$ cat src/rtl/alu_pkg.sv
// Shared definitions for the pipelined sweep ALU.
// Op encoding, flag bit positions and controller states.
package alu_pkg;

   localparam logic [2:0] OP_ADD  = 3'd0;
   localparam logic [2:0] OP_SUB  = 3'd1;
   localparam logic [2:0] OP_XOR  = 3'd2;
   localparam logic [2:0] OP_AND  = 3'd3;
   localparam logic [2:0] OP_OR   = 3'd4;
   localparam logic [2:0] OP_XNOR = 3'd5;
   localparam logic [2:0] OP_NAND = 3'd6;
   localparam logic [2:0] OP_NOR  = 3'd7;

   localparam int FLG_ZERO  = 0;
   localparam int FLG_NEG   = 1;
   localparam int FLG_CARRY = 2;
   localparam int FLG_OVF   = 3;

   typedef enum logic [1:0] {
      IDLE,
      SWEEP,
      DRAIN
   } state_t;

endpackage

$ cat src/rtl/alu_core.sv
// Combinational ALU datapath: {op,a,b} -> {result,flags}.
// Carry doubles as borrow for SUB.
module alu_core
   import alu_pkg::*;
#(
   parameter int WIDTH = 8
) (
   input  logic [2:0]       op,
   input  logic [WIDTH-1:0] a,
   input  logic [WIDTH-1:0] b,
   output logic [WIDTH-1:0] result,
   output logic [3:0]       flags
);

   logic [WIDTH:0] sum;
   logic [WIDTH:0] dif;
   logic           carry;
   logic           ovf;

   assign sum = {1'b0, a} + {1'b0, b};
   assign dif = {1'b0, a} - {1'b0, b};

   always_comb begin
      result = '0;
      carry  = 1'b0;
      ovf    = 1'b0;
      case (op)
         OP_ADD: begin
            result = sum[WIDTH-1:0];
            carry  = sum[WIDTH];
            ovf    = (a[WIDTH-1] == b[WIDTH-1]) &&
                     (sum[WIDTH-1] != a[WIDTH-1]);
         end
         OP_SUB: begin
            result = dif[WIDTH-1:0];
            carry  = dif[WIDTH];
            ovf    = (a[WIDTH-1] != b[WIDTH-1]) &&
                     (dif[WIDTH-1] != a[WIDTH-1]);
         end
         OP_XOR:  result = a ^ b;
         OP_AND:  result = a & b;
         OP_OR:   result = a | b;
         OP_XNOR: result = ~(a ^ b);
         OP_NAND: result = ~(a & b);
         OP_NOR:  result = ~(a | b);
         default: result = '0;
      endcase
   end

   always_comb begin
      flags            = '0;
      flags[FLG_ZERO]  = (result == '0);
      flags[FLG_NEG]   = result[WIDTH-1];
      flags[FLG_CARRY] = carry;
      flags[FLG_OVF]   = ovf;
   end

endmodule

$ cat src/rtl/alu_pipe_sweep.sv
// Two-stage ALU pipeline with valid/ready on both sides and
// an internal a=b=i sweep source sharing the same pipeline.
module alu_pipe_sweep
   import alu_pkg::*;
#(
   parameter int WIDTH     = 8,
   parameter int SWEEP_LEN = 32
) (
   input  logic             clk,
   input  logic             rst,
   input  logic             in_valid,
   output logic             in_ready,
   input  logic [2:0]       op,
   input  logic [WIDTH-1:0] a,
   input  logic [WIDTH-1:0] b,
   input  logic             sweep_start,
   input  logic [2:0]       sweep_op,
   output logic             busy,
   output logic             sweep_done,
   output logic             out_valid,
   input  logic             out_ready,
   output logic [WIDTH-1:0] result,
   output logic [3:0]       flags
);

   localparam int CW = $clog2(SWEEP_LEN + 1);

   state_t           state;
   state_t           state_nx;
   logic [CW-1:0]    cnt;
   logic [CW-1:0]    cnt_nx;
   logic [2:0]       sop;
   logic [2:0]       sop_nx;

   logic             s1_v;
   logic [2:0]       s1_op;
   logic [WIDTH-1:0] s1_a;
   logic [WIDTH-1:0] s1_b;
   logic             s2_v;
   logic [WIDTH-1:0] s2_r;
   logic [3:0]       s2_f;

   logic             stall;
   logic             take;
   logic             issue;
   logic [2:0]       mux_op;
   logic [WIDTH-1:0] mux_a;
   logic [WIDTH-1:0] mux_b;
   logic [WIDTH-1:0] core_r;
   logic [3:0]       core_f;

   assign stall    = s2_v & ~out_ready;
   assign in_ready = (state == IDLE) & ~sweep_start & ~stall & ~rst;
   assign take     = in_valid & in_ready;
   assign issue    = (state == SWEEP) & ~stall;

   // Sweep operands wrap to WIDTH bits when SWEEP_LEN > 2^WIDTH
   assign mux_op = issue ? sop : op;
   assign mux_a  = issue ? WIDTH'(cnt) : a;
   assign mux_b  = issue ? WIDTH'(cnt) : b;

   assign busy      = (state != IDLE);
   assign out_valid = s2_v;
   assign result    = s2_r;
   assign flags     = s2_f;

   always_comb begin
      state_nx   = state;
      cnt_nx     = cnt;
      sop_nx     = sop;
      sweep_done = 1'b0;
      case (state)
         IDLE: begin
            if (sweep_start) begin
               state_nx = SWEEP;
               cnt_nx   = '0;
               sop_nx   = sweep_op;
            end
         end
         SWEEP: begin
            if (!stall) begin
               cnt_nx = cnt + 1'b1;
               if (cnt == CW'(SWEEP_LEN - 1))
                  state_nx = DRAIN;
            end
         end
         DRAIN: begin
            // Both stages empty means the last result was taken
            if (!s1_v && !s2_v) begin
               sweep_done = 1'b1;
               state_nx   = IDLE;
            end
         end
         default: state_nx = IDLE;
      endcase
   end

   alu_core #(
      .WIDTH (WIDTH)
   ) u_core (
      .op     (s1_op),
      .a      (s1_a),
      .b      (s1_b),
      .result (core_r),
      .flags  (core_f)
   );

   always_ff @(posedge clk or posedge rst) begin
      if (rst) begin
         state <= IDLE;
         cnt   <= '0;
         sop   <= '0;
         s1_v  <= 1'b0;
         s1_op <= '0;
         s1_a  <= '0;
         s1_b  <= '0;
         s2_v  <= 1'b0;
         s2_r  <= '0;
         s2_f  <= '0;
      end else begin
         state <= state_nx;
         cnt   <= cnt_nx;
         sop   <= sop_nx;
         if (!stall) begin
            s1_v  <= take | issue;
            s1_op <= mux_op;
            s1_a  <= mux_a;
            s1_b  <= mux_b;
            s2_v  <= s1_v;
            s2_r  <= core_r;
            s2_f  <= core_f;
         end
      end
   end

endmodule

$ cat config.mk
export PLATFORM = sky130hd
export DESIGN_NAME = alu_pipe_sweep
export DESIGN_NICKNAME = d
export VERILOG_FILES = /design/src/rtl/alu_pkg.sv /design/src/rtl/alu_core.sv /design/src/rtl/alu_pipe_sweep.sv
export SDC_FILE = /design/constraint.sdc
export NUM_CORES = 1
export LEC_CHECK = 0
export ABC_AREA = 1
export BUFFER_PORTS_ARGS = -buffer_cell sky130_fd_sc_hd__buf_4
export CORE_MARGIN = 5
export CORE_UTILIZATION = 38
export DETAILED_ROUTE_END_ITERATION = 10
export HOLD_SLACK_MARGIN = 0.02
export PLACE_DENSITY = 0.65
export SLEW_MARGIN = 25
export SYNTH_ARGS = -nofsm -noshare
export SYNTH_HDL_FRONTEND = slang
export SYNTH_HIERARCHICAL = 1
export SYNTH_SLANG_ARGS = --single-unit
$ cat constraint.sdc
create_clock -name clk -period 2.5 [get_ports clk]
set_clock_uncertainty 0.2 [all_clocks]
set_input_delay 0.375 -clock clk [delete_from_list [all_inputs] [get_ports clk]]
set_output_delay 0.375 -clock clk [all_outputs]
set_load 0.01 [all_outputs]
After elaboration in Yosys (flattened, before gate mapping)
Index checks and enable logic that the tools add are counted.
{"block": "totals", "output_inout_bits": 16, "in_bits": 27, "elab_cells": 77, "register_bits": 44}
{"block": "op_classes", "add_sub_neg": 3, "bitwise": 17, "eq_ne": 18, "n_mux": 16, "reduce_logical": 13}
{"op": "$pmux W8 S8", "n": 1}
{"op": "$not A8 Y8", "n": 3}
{"op": "$mux W8", "n": 2}
{"op": "$eq A3 B3 Y1 const B", "n": 4}
{"op": "$mux W6", "n": 2}
{"op": "$pmux W6 S2", "n": 1}
{"op": "$add A8 B8 Y9", "n": 1}
{"op": "$sub A8 B8 Y9", "n": 1}
{"op": "$and A8 B8 Y8", "n": 1}
{"op": "$logic_not A8 Y1", "n": 1}
{"op": "$mux W2", "n": 4}
{"op": "$or A8 B8 Y8", "n": 1}
{"op": "$xor A8 B8 Y8", "n": 1}
{"op": "$add A6 B1 Y6 const B", "n": 1}
{"op": "$and A1 B1 Y1", "n": 6}
{"op": "$eq A3 B2 Y1 const B", "n": 2}
{"op": "$eq A6 B5 Y1 const B", "n": 1}
{"op": "$ne A2 B2 Y1 const B", "n": 3}
{"op": "$pmux W2 S3", "n": 1}
{"op": "$not A1 Y1", "n": 4}
{"op": "$pmux W1 S2", "n": 2}
{"op": "$reduce_and A4 Y1", "n": 1}
{"op": "$reduce_bool A2 Y1", "n": 2}
{"op": "$eq A3 B1 Y1 const B", "n": 1}
{"op": "14 further kinds", "n": 20}

Depth between registers and ports, before layout
{"block": "logic_depth", "ltp_word": 7, "ltp_mapped": 16, "depth_no_buf": 15}

By module
Netlist, hierarchy kept.
{"mod": "alu_pipe_sweep", "instances": 1, "cells_each": 223, "area_per_inst_um2": 1910.6, "seq_area_each_um2": 1101.1}
{"mod": "alu_core", "instances": 1, "cells_each": 290, "area_per_inst_um2": 1619.1, "seq_area_each_um2": 0.0}

Worst setup path after synthesis
Ideal clock, no wire load.
{"block": "synth_timing", "path_type": "register -> register", "from": "register s1_a[0]", "to": "register s2_f[0] (netlist: flags[0])", "path_stages_with_launch": 13, "n_path_buf": 0, "slack_ps": 433, "synth_period_minus_slack_ps": 2067, "setup_ps": 65, "arrival_time_ps": 1802, "required_ps": 2235, "path_cell_list": "dfrtp_1 inv_1 ha_1 fa_1 o21ai_0 nand3_1 nand3_1 nand3_1 nor2_1 nand3_1 nor2_1 nand2_1 nand2_1"}
{"block": "synth_via", "word_cells_on_any_way": 10, "cone_classes": "add/sub (2); mux (1); bitwise (6); reduce/logical (1)"}
{"item": "start, declared", "line": "alu_pipe_sweep.sv:37", "source": "logic [WIDTH-1:0] s1_a;"}
{"item": "start signal, assigned", "line": "alu_pipe_sweep.sv:127", "source": "s1_a <= mux_a;"}
{"item": "$sub A8 B8 Y9 or $add A8 B8 Y9 (tied branches)", "line": "alu_core.sv:21, alu_core.sv:20"}
{"item": "$pmux W8 S8 *", "line": "alu_core.sv:27", "source": "case (op)"}
{"item": "net core_r[4]", "line": "alu_pipe_sweep.sv:49", "source": "logic [WIDTH-1:0] core_r;"}
{"item": "$logic_not A8 Y1 *", "line": "alu_core.sv:52", "source": "flags[FLG_ZERO] = (result == '0);"}
{"item": "net core_f[0]", "line": "alu_pipe_sweep.sv:50", "source": "logic [3:0] core_f;"}
{"item": "end signal, assigned", "line": "alu_pipe_sweep.sv:131", "source": "s2_f <= core_f;"}
{"item": "end, declared", "line": "alu_pipe_sweep.sv:41", "source": "logic [3:0] s2_f;"}
Mark *: on every way through the listed nets, which the timed path passes. The rest lies on a longest branch.
A chain may end at the register's enable or synchronous reset.

Worst setup path in the final report
{"block": "layout_timing", "from": "register s1_a[0]", "to": "register s2_f[0] (netlist: flags[0])"}
{"block": "layout_via", "elab_chain_cells": 4, "word_cells_on_any_way": 10, "cone_classes": "add/sub (2); mux (1); bitwise (6); reduce/logical (1)"}
{"item": "branches (longest 2 deep; another with $sub A8 B8 Y9)"}
{"item": "$pmux W8 S8 *", "line": "alu_core.sv:27"}
{"item": "$logic_not A8 Y1 *", "line": "alu_core.sv:52"}
{"item": "net core_f[0]", "line": "alu_pipe_sweep.sv:50"}
Mark *: on every way through the listed nets, which the timed path passes.

==> flow_metrics.py <==
metrics = {
    "grt": {
        "grt_pass1_vias": 3273,
        "grt_overflow_total": 0,
        "grtUsageMet3": 0.0243,
        "antenna_found_initial": 0,
        "met1_usage": 0.231,
        "gr-usage-met2": 0.281,
        "global_route_wire_length_before_repair_um": 15800,
        "maximum_number_of_pins_on_one_net_before_global_route_repair": 45,
        "grt.busiest_layer": "met2",
        "groute.usage.overall": 0.172,
    },
    "min_path": {
        "hold_path.class": "in -> async",
    },
    "yosys": {
        "yosysTopAreaCell": "sky130_fd_sc_hd__dfrtp_1",
        "synth_cells": 513,
        "yosys.area.top_type_share": 0.312,
        "postSynthNetCount": 567,
        "postSynth.asyncResetShare": 1.00,
        "synth_sequential_area_ratio": 0.312,
        "synth-seq-cells": 44,
        "post_synth_instance_area_um2": 3530,
        "syn_area_per_cell_um2": 6.88,
        "synth.area.top_cells": "sky130_fd_sc_hd__dfrtp_1 31%, sky130_fd_sc_hd__nand2_1 19%, sky130_fd_sc_hd__ha_1 8.9%",
        "synthFlopType": "sky130_fd_sc_hd__dfrtp_1",
        "ys_types": 34,
        "count_of_yosys_warnings_during_synthesis": 6,
        "edff_count_synth": 0,
    },
    "power_and_ir_drop": {
        "power.density_nw_per_um2": 1050,
        "power_leakage_uw": 0.00214,
        "p_int_uw": 2070,
        "seqPwrFrac": 0.285,
        "power.net_switching_uw": 2100,
        "peakVddDrop_mv": 0.398,
        "share_comb_of_total_power": 0.606,
        "p_sw_frac": 0.504,
        "total_power_uw": 4180,
        "clkPwrFrac": 0.109,
    },
    "timing": {
        "final.min_clock_period_ps": 2290,
        "whs_ps": 15.8,
        "unrepaired_setup_endpoints_after_global_routing": "false",
        "setup-violations-final": 0,
        "worstMarginPinSlew_ps": 565,
        "final_min_period_over_clock_period": 0.916,
        "relSlewSlack": 0.623,
        "setup_slack_ps": 210,
        "final.setup.tns_ps": 0,
        "finalMaxSlewViolations": 0,
        "report.final.hold_viol_count": 0,
        "timing.fmax_mhz": 437,
    },
    "critical_path": {
        "timing.critical_path.from_type": "flop",
        "crit_fanout": 3,
        "worstPathArrival_ps": 2320,
        "path_class": "reg -> reg",
        "slowest_stage": "sky130_fd_sc_hd__fa_1",
        "path_common_cell": "sky130_fd_sc_hd__nand2_1",
        "cp.required_ps": 2530,
        "critical_path.cell_chain": "inv_1 > ha_2 > fa_1 > inv_1 > nand4_1 > nand2_1 > nor2_1 > nand2_1 > nand2_2 > nand2_1 > nor2_1 > nand3_1 > nor2_1 > nand2_1 > nand2_1",
        "crit_path_max_incr_delay_ps": 480,
        "worst_setup_path_end_kind": "flop",
    },
    "drt": {
        "drt_pre_antenna_iters": 4,
        "drc": 0,
        "post_drt_wl_per_cell_um": 14.0,
        "detail_route.iter0.violations": 181,
        "detail_route.wirelength_um": 9340,
        "vias_per_cell": 5.00,
        "final_antenna_net_count": 0,
        "detailroute.via_count": 3330,
    },
    "floorplan": {
        "start_util": 0.386,
        "placeableCoreArea_um2": 9150,
        "row_count": 35,
        "fp.dieArea_um2": 11300,
        "floorplan.die.height_um": 106,
        "die_w_um": 106,
        "io-pin-count": 43,
    },
    "finish": {
        "drive_above_1_share": 0.178,
        "layout.nets": 608,
        "synthToLayoutAreaGrowth_pct": 13.3,
        "insertedDiodeCount": 0,
        "fin_area_um2": 4000,
    },
    "cts": {
        "tritoncts": "done",
        "cts_max_level": 2,
        "cts.sink_count": 44,
        "cts_root_buffer": "sky130_fd_sc_hd__clkbuf_8",
        "cts_inserted_buffers": 5,
        "clock_latency_ps": 300,
        "clk_path_buf_depth": 2,
        "clkSlewWorstSetupHoldPaths_ps": 90,
    },
    "placement": {
        "port-buffer-count": 42,
        "dp_hpwl_um": 7440,
        "place_congestion": 0.901,
        "placement.cell_area_um2": 3880,
        "place_worst_setup_slack_ps": 218,
    },
    "flow_run": {
        "max_cap_violations": 0,
    },
    "run_status": {
        "outcome": "finished clean",
    },
}
-- cells in the final DEF (no fill, tap or decap), types with 2 or more instances in the layout --
cell type                  instances
sky130_fd_sc_hd__a21oi_1          13
sky130_fd_sc_hd__a22o_1            4
sky130_fd_sc_hd__buf_4            51
sky130_fd_sc_hd__clkbuf_8          5
sky130_fd_sc_hd__dfrtp_1          43
sky130_fd_sc_hd__ha_1             22
sky130_fd_sc_hd__ha_2              3
sky130_fd_sc_hd__inv_1            55
sky130_fd_sc_hd__inv_2            12
sky130_fd_sc_hd__inv_4             2
sky130_fd_sc_hd__nand2_1         174
sky130_fd_sc_hd__nand2_2           7
sky130_fd_sc_hd__nand3_1          55
sky130_fd_sc_hd__nand3_2           3
sky130_fd_sc_hd__nand3_4           2
sky130_fd_sc_hd__nand3b_1          2
sky130_fd_sc_hd__nand4_1           9
sky130_fd_sc_hd__nor2_1           51
sky130_fd_sc_hd__nor2_4            5
sky130_fd_sc_hd__nor3_1            2
sky130_fd_sc_hd__o211ai_1          4
sky130_fd_sc_hd__o21ai_0          11
sky130_fd_sc_hd__o21ai_1           3
sky130_fd_sc_hd__o22ai_1           2
-- logic make-up after synthesis --
group / synth area share
AOI/OAI and AO/OA: 0.0691
DFF: 0.312
xor gates and xnor gates: 0.00248
and+or+nand+nor: 0.396
adders and majority gates: 0.100
buffers and inverters: 0.120
-- state kept, by name, indices dropped and copies added (netlist names) --
register   cells
cnt            6
flags          4
out_valid      1
result         8
s1_a           8
s1_b           8
s1_op          3
s1_v           1
sop            3
state          2
-- critical path, delay by kind of cell, from the launching register on --
family | cells | cell delay, ps
flip-flops | 1 | 380
buffers and inverters | 2 | 110
AND/OR/NAND/NOR | 11 | 850
adder cells (fa/ha/maj) | 2 | 680
-- final cells by class --
| class | count | area, um2 |
|---|---|---|
| fillers | 968 | 5150 |
| multi-input cells | 382 | 2020 |
| flip-flops and latches | 44 | 1100 |
| repair buffers | 51 | 383 |
| inverters | 70 | 268 |
| well taps | 111 | 139 |
| clock buffers | 6 | 72.6 |
| clock inverters | 2 | 16.3 |
-- stage by stage --
step,util,cells
2_1_floorplan,-,513
3_5_place_dp,0.424,656
6_report,0.437,666
3_3_place_gp,0.424,656
4_1_cts,0.434,664
5_1_grt,0.437,666
-- Yosys cell counts, drive strengths merged (3+ instances only) --
master / count
nand3: 60
nand2: 182
a21oi: 15
buf: 15
nor2: 57
o211ai: 4
dfrtp: 44
a22o: 4
inv: 70
o21ai: 14
ha: 25
nand4: 9
nor3: 3
-- worst paths after layout --
kind / from / endpoint / slack [ps] / cells past startpoint
worst max-delay path: s1_a[0] / flags[0] / 210 / 15
worst min-delay path: rst / out_valid / 20 / 3
worst max register to register: s1_a[0] / flags[0] / 210 / 15
worst min register to register: result[2] / result[2] / 280 / 2
max in group asynchronous: rst / s1_b[1] / 1660 / 3
min in group clk: sweep_op[1] / sop[1] / 60 / 3
-- timing repair --
action | 4_1_cts | 5_1_grt
setup endpoints to repair | 0 | 1
hold buffers | 0 | 0
gates resized for setup | 0 | 8
buffers inserted | 0 | 2
-- routing by layer --
| metal | wire length [um] | part of all wire | vias to the layer above |
|---|---|---|---|
| met2 | 4420 | 0.47 | 72 |
| li1 | - | - | 1688 |
| met4 | 138 | 0.015 | 0 |
| met3 | 277 | 0.030 | 10 |
| met1 | 4510 | 0.48 | 1560 |
| met5 | 0 | 0 | - |
-- power by group through the flow --
stage                     clock network (uW)  registers [uW]  logic, uW
after floorplan                            0            1150       1890
after global placement                     0            1190       2430
after detailed placement                   0            1200       2450
after CTS                                473            1190       2470
after global routing                     509            1230       2870
final                                    457            1190       2530
(Power assumes the default switching activity.)
